[config.mk]
export PLATFORM = sky130hd
export DESIGN_NAME = mux8_rr_arbiter
export DESIGN_NICKNAME = d
export VERILOG_FILES = /design/src/rtl/mux8_rr_arbiter.sv
export SDC_FILE = /design/constraint.sdc
export NUM_CORES = 1
export LEC_CHECK = 0
export ABC_AREA = 1
export CAP_MARGIN = 20
export CORE_ASPECT_RATIO = 1.25
export CORE_UTILIZATION = 38
export CTS_BUF_LIST = sky130_fd_sc_hd__clkbuf_8
export DETAILED_ROUTE_END_ITERATION = 8
export PLACE_DENSITY = 0.79
export SLEW_MARGIN = 20
export SYNTH_ARGS = -nofsm -noshare
export SYNTH_HDL_FRONTEND = slang
export SYNTH_SLANG_ARGS = --single-unit
[constraint.sdc]
create_clock -name clk -period 2.8 [get_ports clk]
set_input_delay 0.56 -clock clk [delete_from_list [all_inputs] [get_ports clk]]
set_output_delay 0.56 -clock clk [all_outputs]
set_load 0.02 [all_outputs]
[src/rtl/mux8_rr_arbiter.sv]
// Round-robin arbiter in front of a shared 8:1 x DATA_W operand mux.
// Registers the winner's word and hands it downstream over valid/ready, acking the winner.
module mux8_rr_arbiter #(
  parameter int DATA_W = 32
) (
  input  logic                clk,
  input  logic                rst_n,
  input  logic [7:0]          req,
  input  logic [8*DATA_W-1:0] in_data,
  output logic [2:0]          mux_sel,
  output logic [7:0]          grant,
  output logic [7:0]          ack,
  output logic                out_valid,
  output logic [DATA_W-1:0]   out_data,
  input  logic                out_ready
);

  typedef enum logic {IDLE, BUSY} state_t;

  state_t              state_q, state_d;
  logic [7:0]          grant_q, grant_d;
  logic [2:0]          mux_sel_q, mux_sel_d;
  logic                out_valid_q, out_valid_d;
  logic [DATA_W-1:0]   out_data_q, out_data_d;
  logic [2:0]          ptr_q, ptr_d;

  logic [DATA_W-1:0]   word [8];
  logic                xfer;
  logic [2:0]          next_ptr;
  logic [3:0]          idle_pick;
  logic [3:0]          xfer_pick;
  logic                load;
  logic [2:0]          load_sel;

  for (genvar gi = 0; gi < 8; gi++) begin : g_word
    assign word[gi] = in_data[DATA_W*gi +: DATA_W];
  end

  // Returns {found, index}; scanning offsets high to low lets the nearest one to start win.
  function automatic logic [3:0] rr_pick(input logic [7:0] r, input logic [2:0] start);
    logic [3:0] res;
    logic [2:0] idx;
    res = '0;
    for (int k = 7; k >= 0; k--) begin
      idx = start + 3'(k);
      if (r[idx]) res = {1'b1, idx};
    end
    return res;
  endfunction

  always_comb begin
    xfer      = (state_q == BUSY) && out_ready;
    next_ptr  = mux_sel_q + 3'd1;
    idle_pick = rr_pick(req, ptr_q);
    // The granted requester's req during its ack cycle belongs to the finishing transfer.
    xfer_pick = rr_pick(req & ~grant_q, next_ptr);

    state_d     = state_q;
    grant_d     = grant_q;
    mux_sel_d   = mux_sel_q;
    out_valid_d = out_valid_q;
    out_data_d  = out_data_q;
    ptr_d       = ptr_q;
    load        = 1'b0;
    load_sel    = '0;

    case (state_q)
      IDLE: begin
        if (idle_pick[3]) begin
          load     = 1'b1;
          load_sel = idle_pick[2:0];
        end
      end
      BUSY: begin
        if (out_ready) begin
          ptr_d = next_ptr;
          if (xfer_pick[3]) begin
            load     = 1'b1;
            load_sel = xfer_pick[2:0];
          end else begin
            state_d     = IDLE;
            grant_d     = '0;
            out_valid_d = 1'b0;
          end
        end
      end
      default: state_d = IDLE;
    endcase

    if (load) begin
      state_d     = BUSY;
      grant_d     = 8'd1 << load_sel;
      mux_sel_d   = load_sel;
      out_data_d  = word[load_sel];
      out_valid_d = 1'b1;
    end
  end

  always_ff @(posedge clk) begin
    if (!rst_n) begin
      state_q     <= IDLE;
      grant_q     <= '0;
      mux_sel_q   <= '0;
      out_valid_q <= 1'b0;
      out_data_q  <= '0;
      ptr_q       <= '0;
    end else begin
      state_q     <= state_d;
      grant_q     <= grant_d;
      mux_sel_q   <= mux_sel_d;
      out_valid_q <= out_valid_d;
      out_data_q  <= out_data_d;
      ptr_q       <= ptr_d;
    end
  end

  assign ack       = xfer ? grant_q : 8'd0;
  assign grant     = grant_q;
  assign mux_sel   = mux_sel_q;
  assign out_valid = out_valid_q;
  assign out_data  = out_data_q;

endmodule

==> results.md <==
* Outcome: finished, violations left
* Failing checks: setup timing
* Vias/cell at 5.284
* Worst hold path type: register to register
* Chip Height at 143.9 µm
* Core Box Area at 15700 µm²
* Place WS at -0.5827 ns
* Number of H-tree levels at 2
* Lkg Pwr at 6.012 nW
* Fmax at 0.3333 GHz
* Largest cells by area after synthesis: nand2_1 (43%), nand3_1 (20%), dfxtp_1 (16%), inv_1 (4.1%), buf_2 (3.8%)
* Clk_lat worst skew at 0.33 ns
* Drt first pass iters at 7
* Largest net degree at the start of global routing at 40
* Wire length on met3 at 2357 µm
* Skew final at 0.007893 ns
* Die area at 16630 µm²
* All-Layer GR Usage at 38.34%
* Critical Path AT at 3.23 ns
* Share of layout cells above drive strength 1 at 22.99%
* Cells after Synth at 1243
* Final wirelength at 33670 µm
* Relative slew slack at 65.67%
* Max cap viols at 0
* Final hold vios at 0
* CTS sink count at 48
* GP Congestion at 1.021
* Die width at 115.6 µm
* Initial antenna violation count at 0
* Top Metal Used: met4
* Syn_nets at 1514
* CTS Hold Bufs at 0
* Met2 WL at 16790 µm
* Diodes inserted at 0
* Vias in the first global route at 9139
* Primary FF master, synth: dfxtp_1
* Yosys top cell by area: nand2_1
* Fin crit share at 107.2%
* Worst setup margin at -0.2005 ns
* Layout Area Growth over Synthesis at 93.50%
* Num CTS Buffers at 5
* Distinct cells, synth at 30
* Hold_ws at 0.4956 ns
* Top-count cell post-synth: nand2_1
* Reg clk slew, reported paths at 0.10 ns
* CTS root buf: clkbuf_8
* Grt total ovfl at 0
* Flops & latches, synth at 48
* Detailed-route via count at 9808
* Final net count at 1914
* Worst Path Max Fanout at 8
* Synth cell count leaders: nand2_1 (709), nand3_1 (239), inv_1 (67)
* CTS max path bufs at 2
* Ys Warns at 0
* Required @ worst endpoint at 3.03 ns
* PortBufs at 318
* Setup TNS at -3.378 ns
* Setup crit start kind: register
* Filler instances at 1309
* Post-synth EDFFs at 0
* Num rows at 51
* Post-synth top area share at 43.45%
* Mapped cell area at 6125 µm²
* Worst Setup End Kind: register
* Detailed placement HPWL at 23990 µm
* RSZ-0062 raised after global routing: yes
* VDD IR-drop max at 537.1 µV
* Async SR Flop Fraction at 0%
* CP Class: register to register
* Seq/Total Area, Yosys at 15.69%
* Iter 0 DRT Violations at 634
* Final setup vio count at 37
* CTS tree: built
* IO Pins at 319
* WL per Instance at 18.14 µm
* Final core occ at 75.50%
* M1 WL at 12020 µm
* DR DRC count at 0
* PD cells at 1057 nW/µm²
* Antenna Nets Post-Route at 0
* Final Critical Period at 3.000 ns
* Area of the multi-input gates at 5323 µm²
* Reg area at 974.7 µm²
* Worst-margin pin slew at 0.5149 ns
* Initial core utilization at 39.02%
* Synthesized area per cell at 4.927 µm²
* First-pass GRT wire length at 47670 µm
* Max Slew Vio Count at 0
cells by family after synthesis:
group,count (synthesis),share of synthesized area (%)
AND/OR/NAND/NOR,987,66.23
buffers and inverters,159,12.95
flip-flops,48,15.69
AO/OA/AOI/OAI,42,3.882
adder cells (fa/ha/maj),4,0.8172
XOR/XNOR,3,0.4291
report_power, final:
part	switching, mW	internal, mW
Sequential	0.227	0.954
Combinational	6.14	4.65
Clock	0.287	0.270
flip-flops by register name, indices dropped and copies added, names as in the netlist:
signal and flops:
ptr_q 3, mux_sel 3, out_data 32, state_q 1
grant 8, out_valid 1
through the flow:
step	total power, mW	instances	area [µm²]
3_3_place_gp	9.280	1805	10120
2_1_floorplan	6.015	1243	6142
4_1_cts	11.19	1844	11090
3_5_place_dp	9.296	1805	10120
5_1_grt	13.35	1856	11850
6_report	12.53	1856	11850
layout by cell type (no fill, tap or decap), drive strengths merged, types with 3 or more instances in the layout:
cell / count
clkbuf: 8
nor2: 28
xor2: 3
nand3: 240
o211ai: 4
clkdlybuf4s50: 310
dlygate4sd2: 7
o21ai: 9
nor3: 3
dfxtp: 48
nand2: 715
a21oi: 23
inv: 80
a31oi: 3
buf: 150
ha: 4
what timing repair did:
| item | CTS | global route |
|---|---|---|
| gates resized for setup | 122 | 157 |
| pin swaps | 37 | 83 |
| setup buffers | 24 | 12 |
| endpoints found under the setup margin | 40 | 44 |
| gates cloned | 8 | 5 |
routing by layer:
metal / GRT usage [%] / up-vias
li1: - / 4690
met1: 40.45 / 4465
met2: 68.61 / 529
met3: 5.947 / 124
met4: 27.82 / 0
met5: 0 / -
critical path: stages, from the launching register on:
cell	delay, ns
dfxtp_4	0.38
inv_4	0.04
ha_4	0.27
inv_6	0.09
nand2_4	0.07
nand2_8	0.11
nand3_4	0.10
nand3_4	0.12
nand2_4	0.07
nor2_4	0.13
nand2_1	0.07
nand2_1	0.07
nand2_1	0.07
a21oi_2	0.19
nand2_4	0.13
buf_6	0.16
buf_12	0.14
buf_8	0.14
nand3_2	0.06
nand2_2	0.05
nand2_2	0.12
nand2_1	0.08
nand2_1	0.06
nand3_1	0.08
nand2_1	0.06
inv_1	0.04
final timing paths:
path	startpoint	to	slack, ns	cells after the start
worst max-delay path	mux_sel[0]$_SDFFE_PN0P_	out_data[1]$_SDFFE_PN0P_	-0.20	25
worst min-delay path	grant[7]$_SDFFE_PN0P_	grant[7]$_SDFFE_PN0P_	0.50	2
worst max register to register	mux_sel[0]$_SDFFE_PN0P_	out_data[1]$_SDFFE_PN0P_	-0.20	25
worst min register to register	grant[7]$_SDFFE_PN0P_	grant[7]$_SDFFE_PN0P_	0.50	2
final cells by class:
| cell class | count | area share [%] |
|---|---|---|
| sequential | 48 | 8.224 |
| multi-input combinational | 1036 | 44.91 |
| timing repair buffer | 472 | 40.99 |
| tap | 212 | 2.238 |
| inverter | 80 | 2.660 |
| clock inverter | 3 | 0.3906 |
| clock buffer | 5 | 0.5807 |
No activity file was read; power rests on OpenSTA's default activity.
